`config.mk`:
```
export PLATFORM = sky130hd
export DESIGN_NAME = truth_table_seq
export DESIGN_NICKNAME = d
export VERILOG_FILES = /design/src/rtl/truth_table_pkg.sv /design/src/rtl/tt_lut_bank.sv /design/src/rtl/truth_table_seq.sv
export SDC_FILE = /design/constraint.sdc
export NUM_CORES = 1
export LEC_CHECK = 0
export ABC_AREA = 1
export CAP_MARGIN = 10
export CORE_MARGIN = 3
export CORE_UTILIZATION = 47
export CTS_CLUSTER_DIAMETER = 120
export DETAILED_ROUTE_END_ITERATION = 16
export HOLD_SLACK_MARGIN = 0.08
export PLACE_DENSITY = 0.91
export SYNTH_ARGS = -nofsm -noshare
export SYNTH_HDL_FRONTEND = slang
export SYNTH_SLANG_ARGS = --single-unit
```
`constraint.sdc`:
```
create_clock -name clk -period 3.72 [get_ports clk]
set_clock_uncertainty 0.2 [all_clocks]
set_input_delay 0.558 -clock clk [delete_from_list [all_inputs] [get_ports clk]]
set_output_delay 0.558 -clock clk [all_outputs]
set_load 0.01 [all_outputs]
```
`src/rtl/truth_table_pkg.sv`:
```
// Shared types and helpers for the truth-table sequencer: FSM state encoding
// and the index-width helper used for the function-select port.
package truth_table_pkg;

    typedef enum logic [1:0] {
        ST_IDLE = 2'd0,
        ST_RUN  = 2'd1,
        ST_DONE = 2'd2
    } state_t;

    // ceil(log2(n)), but never below 1 so a single-function build still has a port bit
    function automatic int clog2_min1(input int n);
        int r;
        r = 0;
        while ((1 << r) < n) begin
            r = r + 1;
        end
        if (r < 1) begin
            r = 1;
        end
        return r;
    endfunction

endpackage

```
`src/rtl/tt_lut_bank.sv`:
```
// Storage for N_FN truth tables of 2^N_IN bits each: one synchronous write port,
// one combinational read returning every function's bit for the selected row.
module tt_lut_bank
    import truth_table_pkg::*;
#(
    parameter int N_IN = 2,
    parameter int N_FN = 2,
    localparam int FN_W = clog2_min1(N_FN),
    localparam int ROWS = 1 << N_IN
) (
    input  logic            clk,
    input  logic            reset,
    input  logic            wr_en,
    input  logic [FN_W-1:0] wr_fn,
    input  logic [ROWS-1:0] wr_data,
    input  logic [N_IN-1:0] rd_row,
    output logic [N_FN-1:0] rd_bits
);

    logic [ROWS-1:0] r_mem [N_FN];

    // An out-of-range function index matches no entry, so the write simply drops.
    always_ff @(posedge clk) begin
        if (reset) begin
            for (int f = 0; f < N_FN; f++) begin
                r_mem[f] <= '0;
            end
        end else begin
            for (int f = 0; f < N_FN; f++) begin
                if (wr_en && (wr_fn == FN_W'(f))) begin
                    r_mem[f] <= wr_data;
                end
            end
        end
    end

    always_comb begin
        rd_bits = '0;
        for (int f = 0; f < N_FN; f++) begin
            rd_bits[f] = r_mem[f][rd_row];
        end
    end

endmodule

```
`src/rtl/truth_table_seq.sv`:
```
// Truth-table sequencer: on start, presents every input row 0..2^N_IN-1 with the
// evaluated function outputs over a valid/ready handshake, then pulses done.
// Optional build macro TRUTH_TABLE_SEQ_MINTERM_COUNT_EN adds per-function minterm counters.
//
// Handshake: a row transfers on any rising edge where row_valid & row_ready are both 1;
// while row_valid is high and row_ready low, row_x/row_s/row_last hold steady and
// row_valid never drops until the transfer happens (or reset aborts the sweep).
module truth_table_seq
    import truth_table_pkg::*;
#(
    parameter int N_IN = 2,
    parameter int N_FN = 2,
    localparam int FN_W = clog2_min1(N_FN),
    localparam int ROWS = 1 << N_IN
) (
    input  logic            clk,
    input  logic            reset,
    input  logic            start,
    input  logic            lut_wr_en,
    input  logic [FN_W-1:0] lut_wr_fn,
    input  logic [ROWS-1:0] lut_wr_data,
    output logic            row_valid,
    input  logic            row_ready,
    output logic [N_IN-1:0] row_x,
    output logic [N_FN-1:0] row_s,
    output logic            row_last,
    output logic            busy,
    output logic            done,
    output state_t          dbg_state
`ifdef TRUTH_TABLE_SEQ_MINTERM_COUNT_EN
    ,
    output logic [N_FN*(N_IN+1)-1:0] minterm_cnt
`endif
);

    state_t          r_state;
    state_t          w_next_state;
    logic [N_IN-1:0] r_row;
    logic [N_IN-1:0] w_next_row;
    logic [N_FN-1:0] w_lut_bits;
    logic            w_lut_wr;
    logic            w_is_last;
    logic            w_accept;

    // Tables are writable only while idle, which includes the cycle start is sampled.
    assign w_lut_wr  = lut_wr_en && (r_state == ST_IDLE);
    assign w_is_last = (r_row == N_IN'(ROWS - 1));
    assign w_accept  = (r_state == ST_RUN) && row_ready;

    tt_lut_bank #(
        .N_IN (N_IN),
        .N_FN (N_FN)
    ) u_lut_bank (
        .clk     (clk),
        .reset   (reset),
        .wr_en   (w_lut_wr),
        .wr_fn   (lut_wr_fn),
        .wr_data (lut_wr_data),
        .rd_row  (r_row),
        .rd_bits (w_lut_bits)
    );

    always_ff @(posedge clk) begin
        if (reset) begin
            r_state <= ST_IDLE;
            r_row   <= '0;
        end else begin
            r_state <= w_next_state;
            r_row   <= w_next_row;
        end
    end

    always_comb begin
        w_next_state = r_state;
        w_next_row   = r_row;
        case (r_state)
            ST_IDLE: begin
                if (start) begin
                    w_next_state = ST_RUN;
                    w_next_row   = '0;
                end
            end
            ST_RUN: begin
                if (w_accept) begin
                    if (w_is_last) begin
                        w_next_state = ST_DONE;
                        w_next_row   = '0;
                    end else begin
                        w_next_row = r_row + N_IN'(1);
                    end
                end
            end
            ST_DONE: begin
                w_next_state = ST_IDLE;
            end
            default: begin
                w_next_state = ST_IDLE;
                w_next_row   = '0;
            end
        endcase
    end

    always_comb begin
        row_valid = 1'b0;
        busy      = 1'b0;
        done      = 1'b0;
        row_x     = '0;
        row_s     = '0;
        row_last  = 1'b0;
        case (r_state)
            ST_RUN: begin
                row_valid = 1'b1;
                busy      = 1'b1;
                row_x     = r_row;
                row_s     = w_lut_bits;
                row_last  = w_is_last;
            end
            ST_DONE: begin
                done = 1'b1;
            end
            default: begin
            end
        endcase
    end

    assign dbg_state = r_state;

`ifdef TRUTH_TABLE_SEQ_MINTERM_COUNT_EN
    logic [N_FN-1:0][N_IN:0] r_cnt;

    // Counts survive DONE so software can read the last sweep's totals while idle.
    always_ff @(posedge clk) begin
        if (reset) begin
            r_cnt <= '0;
        end else if ((r_state == ST_IDLE) && start) begin
            r_cnt <= '0;
        end else if (w_accept) begin
            for (int f = 0; f < N_FN; f++) begin
                if (w_lut_bits[f]) begin
                    r_cnt[f] <= r_cnt[f] + (N_IN+1)'(1);
                end
            end
        end
    end

    assign minterm_cnt = r_cnt;
`endif

endmodule

```
Yosys cells after proc, flatten, opt, wreduce, memory -nomap -nowiden:

Memories as Yosys holds them, arrays and structs flattened.
Index checks and enable logic that the tools add are counted.

* word-level logic and storage cells: 49
* memories kept: 1
* input port bits: 10
* RAM bits: 8
* bits in registers: 4
* output and inout port bits: 10

Memories
* u_lut_bank.r_mem: depth 2, bits a word 4, rd ports 2, clocked after memory_dff 0, write ports 2, line tt_lut_bank.sv:20 `logic [ROWS-1:0] r_mem [N_FN];`

* reductions and logical operators: 7
* $add $sub $neg: 1
* eq/ne operators: 6
* bitwise logic cells: 4
* $lt $le $gt $ge: 1
* muxes and demuxes: 27

Operators with widths (number)
* $mux W2: 8
* $mux W1: 13
* $mux W4: 2
* $ne A2 B2 Y1 const B: 3
* $pmux W2 S3: 1
* $reduce_and A3 Y1: 2
* $bmux W1 S2: 2
* $eq A2 B2 Y1 const B: 2
* $logic_and A1 B1 Y1: 4
* $pmux W2 S2: 1
* $lt A2 B3 Y1 const B: 1
* $add A2 B1 Y2 const B: 1
* $eq A2 B1 Y1 const B: 1
* $logic_not A2 Y1: 1
* $not A1 Y1: 2
* $or A1 B1 Y1: 2

Longest topological paths before layout:

Gate-level depths: netlist (run 1).

* word-level depth: 7
* gate-level depth with buffers: 6
* depth with buffers taken out: 6

Cells and area by module:

A second synthesis (run 1) with hierarchy kept.

* cell total of the unflattened synthesis: 87
* area total of the unflattened synthesis: 660.6 um^2

Modules (own cells, without submodules)
* tt_lut_bank: cells an instance 46, instances 1, area an instance 389.1 um^2, sequential area each 240.2 um^2
* truth_table_seq: cells an instance 41, instances 1, area an instance 271.5 um^2, sequential area each 80.1 um^2

Worst setup path after synthesis (run 1):

Ideal clock, no wire load.

* kind: register to output
* start point: reg r_state[0] (netlist: dbg_state[0])
* end point: out row_s[0]
* path buffers: 0
* arrival: 979 ps
* data required time: 2962 ps
* stages on the path, launching flop included: 5
* setup slack: 1983 ps
* cells stage by stage: dfxtp_1 > inv_2 > nor2_4 > inv_2 > a21oi_1

* cells in the longest elaborated chain, start to end: 2

RTL lines
* from (decl): line truth_table_seq.sv:36 `state_t r_state;`
* from (signal assigned): line truth_table_seq.sv:68 `r_state <= w_next_state;`
* $eq A2 B1 Y1: line truth_table_seq.sv:110 `case (r_state)`
* $mux W2: line truth_table_seq.sv:110
* to (decl): line truth_table_seq.sv:25 `output logic [N_FN-1:0] row_s,`

Every way passes these cells.

Final worst setup path (run 1):

Same ends and word-level chain as after synthesis.

==> impl_metrics.yaml, run 1 <==
power_and_ir_drop:
  intPower_w: 0.0002178
  swShare_pct: 25.82
  p_comb_share_pct: 19.0
  switchingPower_w: 0.00007583
  ir_drop_mv: 0.2088
  p_clk_share_pct: 27.6
  power_density_nw_per_um2: 344.1
  power_frac_seq_pct: 53.5
  p_leak_nw: 0.3746
  finalPower_w: 0.0002936
place:
  post-place-ws_ps: 1546
  place_congestion: 0.7849
  dp_hpwl_mm: 1.037
  place_area_um2: 827.0
  io_buffers: 19
timing:
  hold_viol: 0
  fin_tns_setup_ps: 0
  relSlewSlack_pct: 75.34
  tightest_slew_ps: 367.5
  rsz0062_at_grt: "no"
  setup_viol: 0
  worst_slack_ps: 1257
  drv_slew: 0
  fin_crit_ps: 2463
  max_freq_mhz: 406.1
  finalCritPeriodShare_pct: 66.20
clocking:
  tritoncts: "done"
  path_clk_slew_ps: 70
  clock-sinks: 12
  h-tree-depth: 1
  ctsHoldBuffers: 0
  numCtsBuffers: 3
  cts-resized-gates: 0
  clk_latency_ps: 270
  root_buffer: "clkbuf_4"
  postCtsSetupBuffers: 0
  clockBufferDepth: 2
setup_path:
  reg2reg_from: "dbg_state[1]"
  rrSetupSlack_ps: 2150
  critical_path_class: "reg -> out"
  crit_required_ps: 2960
  r2r-end: "u_lut_bank.r_mem[0][2]"
  worst-path-max-fanout: 6
  crit_arrival_ps: 1700
  end_kind: "primary output"
  startpoint_type: "flop"
  reg2reg_depth: 3
synth:
  synthCells: 75
  synthTopCellsByCount: "nor2_1 (15), inv_1 (12), nand2_1 (10)"
  yosysMostFrequentCell: "nor2_1"
  yosys_warnings: 0
  synth_area_leaders: "edfxtp_1 (38%), dfxtp_1 (13%), nor2_1 (9.0%), inv_1 (7.2%), nand2_1 (6.0%)"
  synth.avg_cell_area_um2: 8.358
  synth.net_count: 86
  netlist_area_um2: 626.9
  yosysTopAreaCellShare_pct: 38.32
  async_flop_share_pct: 0
  yosys_most_used_dff: "edfxtp_1"
  synth.largest_area_cell: "edfxtp_1"
  yosysSeqAreaShare_pct: 51.10
  synth_edf_count: 8
  ys_ff_latch: 12
  ys_types: 19
global_routing:
  grtUsageTotal_pct: 15.02
  grt_pass1_vias: 495
  grt_max_degree: 8
  grt_pass1_wl_mm: 1.987
  grt_antenna_before_repair: 0
  overflow: 0
finish:
  fin_util_pct: 72.86
  fin_nets: 109
  antenna_cells: 0
  final_area_um2: 853.3
  drive_gt1_share_pct: 15.46
  areaGrowthSynthToFinish_pct: 36.13
hold_path:
  hp-class: "reg -> reg"
  holdPathEnd: "r_row[1]"
  hp-start: "r_row[1]"
  holdPathStages: 2
job:
  maxCapViolCount: 0
status:
  status: "complete, no violations"
detailed_routing:
  totalWireLength_mm: 1.244
  routed_via_density: 5.072
  wl_per_cell_um: 11.21
  firstDrtPassIters: 4
  num_vias: 563
  ant_nets: 0
  drt_iter0_markers: 12
  drcViolationCount: 0
floorplan:
  coreArea_um2: 1171
  io_pins: 20
  row_count: 12
  fp.dieArea_um2: 1808
  die_w_um: 42.52
  dieHeight_um: 42.52
  initial_utilization_pct: 53.53
## layer usage
metal | vias to the layer above | wire length, µm | track usage [%] | share of wire, %
met4 | 0 | 36 | 11.80 | 2.9
met5 | - | 0 | 0 | 0
li1 | 284 | - | - | -
met2 | 26 | 622 | 26.14 | 50
met1 | 248 | 520 | 15.32 | 42
met3 | 5 | 65 | 3.004 | 5.2
## cells in the final DEF, fill, tap and decap left out, drive strengths merged
cell / instances
nor3: 1
a21oi: 3
nand4: 3
clkinv: 1
inv: 16
nand3b: 1
nand3: 1
nor2: 17
nand2: 13
dfxtp: 4
clkdlybuf4s50: 19
clkbuf: 3
a31oi: 1
edfxtp: 8
o21ai: 5
ha: 1
## through the flow
step                      cells  hold WS (ps)
after floorplan              75         274.8
after global routing        111         371.2
after detailed placement    107         338.0
after CTS                   111         348.1
after global placement      107         310.2
final                       111         348.0
## cell type report
class / count / area, µm²
Clock buffer: 3 / 22.52
Clock inverter: 1 / 3.754
Fill cell: 91 / 317.8
Inverter: 16 / 60.06
Multi-Input combinational cell: 46 / 239.0
Sequential cell: 12 / 320.3
Tap cell: 14 / 17.52
Timing Repair Buffer: 19 / 190.2
## critical path, cell delays in order (launching register included)
cell,delay (ps)
dfxtp_1,460
inv_2,80
nor2_4,160
inv_2,70
a21oi_1,110
clkdlybuf4s50_1,550
## power groups by stage
stage                     logic [W]  clock network, W  registers (W)
after floorplan           0.0000304                 0       0.000159
after global placement    0.0000538                 0       0.000160
after detailed placement  0.0000560                 0       0.000160
after CTS                 0.0000563         0.0000820       0.000157
after global routing      0.0000614         0.0000885       0.000158
final                     0.0000558         0.0000809       0.000157
## registers in the layout, indices dropped and copies added (netlist names)
signal,cells
r_row,2
dbg_state,2
u_lut_bank.r_mem,8
## worst max-delay path by stage
stage,start,to,slack [ps],cells past startpoint
2_1_floorplan,dbg_state[0],row_s[0],1980,4
3_3_place_gp,dbg_state[0],row_s[0],1610,5
3_5_place_dp,r_row[0],row_s[0],1550,5
4_1_cts,r_row[0],row_s[0],1250,5
5_1_grt,dbg_state[0],row_s[0],1120,5
6_report,dbg_state[0],row_s[0],1260,5
## cells by family after synthesis
kind of cell	after synthesis	share of synthesized area, %
adder cells (fa/ha/maj)	1	1.996
AO/OA/AOI/OAI	9	7.385
AND/OR/NAND/NOR	36	28.74
buffers and inverters	17	10.78
flip-flops	12	51.10
No activity file was read; power rests on OpenSTA's default activity.
==> inputs of run 2 (changes only) <==
--- a/config.mk
+++ b/config.mk
@@ -8,11 +8,11 @@
 export ABC_AREA = 1
 export CAP_MARGIN = 10
 export CORE_MARGIN = 3
-export CORE_UTILIZATION = 47
+export CORE_UTILIZATION = 39
 export CTS_CLUSTER_DIAMETER = 120
 export DETAILED_ROUTE_END_ITERATION = 16
 export HOLD_SLACK_MARGIN = 0.08
-export PLACE_DENSITY = 0.91
+export PLACE_DENSITY = 0.82
 export SYNTH_ARGS = -nofsm -noshare
 export SYNTH_HDL_FRONTEND = slang
 export SYNTH_SLANG_ARGS = --single-unit
==> constraint.sdc (replaced) <==
create_clock -name clk -period 2.2 [get_ports clk]
set_clock_uncertainty 0.2 [all_clocks]
set_input_delay 0.33 -clock clk [delete_from_list [all_inputs] [get_ports clk]]
set_output_delay 0.33 -clock clk [all_outputs]
set_load 0.01 [all_outputs]
==> run 2 against run 1 <==
Count of clock-buffer cells in the layout stayed put; routed wire length grew 0.88%; non-clock buffer count unchanged; final cell count rose by 0.90%; largest power group unchanged; global-route usage down 0.97 points; critical path type unchanged; via count decreased by 4.8%; critical endpoint is now row_s[1]; combinational power increased by 69%.
==> impl_metrics.yaml, run 2 (synthesis gave the netlist of run 1 again) <==
setup_path:
  startpoint_type: "flop"
  critical_path_class: "reg -> out"
  end_kind: "primary output"
  cp_cell_sequence: "inv_1, o21ai_0, a21oi_1, clkdlybuf4s50_1"
  rrSetupSlack_ps: 640
  crit_arrival_ps: 1570
  crit_family: "buffers and inverters"
  worst-path-max-fanout: 7
  crit_required_ps: 1670
  critPathBufInv: 2
  slowest_stage: "clkdlybuf4s50_1"
  critPathMaxStageDelay_ps: 540
detailed_routing:
  totalWireLength_mm: 1.255
  drcViolationCount: 0
  num_vias: 536
  firstDrtPassIters: 4
  drt_iter0_markers: 16
  routed_via_density: 4.786
  wl_per_cell_um: 11.21
  ant_nets: 0
global_routing:
  grt_max_degree: 8
  overflow: 0
  grt_pass1_vias: 553
  grt_pass1_wl_mm: 2.063
  grt_antenna_before_repair: 0
  grtUsageTotal_pct: 14.06
clocking:
  path_clk_slew_ps: 80
  root_buffer: "clkbuf_4"
  numCtsBuffers: 3
  clockBufferDepth: 2
  h-tree-depth: 1
  clock-sinks: 12
  tritoncts: "done"
  clk_latency_ps: 270
  ctsHoldBuffers: 0
finish:
  final_cell_mix: "clkdlybuf4s50_1 (18), nor2_1 (15), inv_1 (12), nand2_1 (10), edfxtp_1 (8)"
  areaGrowthSynthToFinish_pct: 37.72
  largest_register_ffs: 8
  antenna_cells: 0
  top_register: "u_lut_bank.r_mem"
  fin_nets: 109
  drive_gt1_share_pct: 18.56
  mostFrequentLayoutCell: "clkdlybuf4s50_1"
status:
  status: "complete, no violations"
timing:
  tightest_slew_ps: 374.0
  setup_viol: 0
  fin_tns_setup_ps: 0
  whs_ps: 307.9
  drv_slew: 0
  hold_viol: 0
  fin_crit_ps: 2096
  max_freq_mhz: 477.1
  relSlewSlack_pct: 74.90
  finalCritPeriodShare_pct: 95.28
  rsz0062_at_grt: "no"
floorplan:
  fp.dieArea_um2: 2124
  die_w_um: 46.09
  row_count: 13
  io_pins: 20
  dieHeight_um: 46.09
  coreArea_um2: 1399
  initial_utilization_pct: 44.81
power_and_ir_drop:
  p_leak_nw: 0.3926
  ir_drop_mv: 0.3630
  power_density_nw_per_um2: 576.7
  finalPower_w: 0.0004979
place:
  io_buffers: 19
  place_congestion: 0.7678
  dp_hpwl_mm: 1.045
hold_path:
  hp-class: "reg -> reg"
job:
  maxCapViolCount: 0
==> run 2: cell count changes in the layout (fill, tap and decap cells not counted), sizes merged <==
cell,change
clkdlybuf4s50,-1
dlymetal6s2s,+1
==> run 2: metal layers <==
metal / global-route usage (%) / routed length, µm
met5: 0 / 0
met4: 6.818 / 13
met3: 3.516 / 47
met2: 26.65 / 701
met1: 13.77 / 492
==> run 2: repair_timing <==
action | in CTS | in global routing
hold endpoints to repair | 0 | 0
setup buffers | 0 | 0
endpoints found under the setup margin | 3 | 5
gates resized for setup | 1 | 4
==> run 2: final timing paths <==
kind / from / to / depth (start not counted)
min reg2reg: r_row[1] / r_row[1] / 2
max reg2reg: dbg_state[1] / u_lut_bank.r_mem[0][0] / 3
max: r_row[0] / row_s[1] / 4
min: r_row[1] / r_row[1] / 2
==> run 2: cell type report <==
class	count	area, µm²
fill	128	535.5
sequential	12	326.6
multi-input combinational	46	239.0
timing repair buffer	19	192.7
inverter	16	60.06
clock buffer	3	22.52
tap	15	18.77
clock inverter	1	3.754
==> run 2: where the power goes <==
part	total, W	switching [W]	leakage (nW)	internal (W)
registers	0.000266	0.00000908	0.118	0.000257
clock network	0.000138	0.0000723	0.0154	0.0000655
logic	0.0000942	0.0000479	0.259	0.0000463
total	0.000498	0.000129	0.393	0.000369
==> run 2: tightest hold or removal path, cell delays in order (launching register included) <==
cell	delay (ps)
dfxtp_2	350
nand2_1	70
a21oi_1	50
==> run 2: through the flow <==
| stage | area, µm² | setup slack (ps) | util, % | cells |
|---|---|---|---|---|
| global placement | 828.3 | 313.1 | 59.21 | 108 |
| detailed placement | 828.3 | 271.3 | 59.21 | 108 |
| floorplan | 626.9 | 691.3 | - | 75 |
| global route | 863.3 | 14.91 | 61.72 | 112 |
| CTS | 855.8 | 11.86 | 61.18 | 112 |
| finish | 863.3 | 103.9 | 61.72 | 112 |
==> inputs of run 3 (changes only) <==
--- a/config.mk
+++ b/config.mk
@@ -13,6 +13,7 @@
 export DETAILED_ROUTE_END_ITERATION = 16
 export HOLD_SLACK_MARGIN = 0.08
 export PLACE_DENSITY = 0.82
+export SLEW_MARGIN = 25
 export SYNTH_ARGS = -nofsm -noshare
 export SYNTH_HDL_FRONTEND = slang
 export SYNTH_SLANG_ARGS = --single-unit
==> results of run 3 <==
No change in the layout: final DEF, timing and power equal those of run 2.
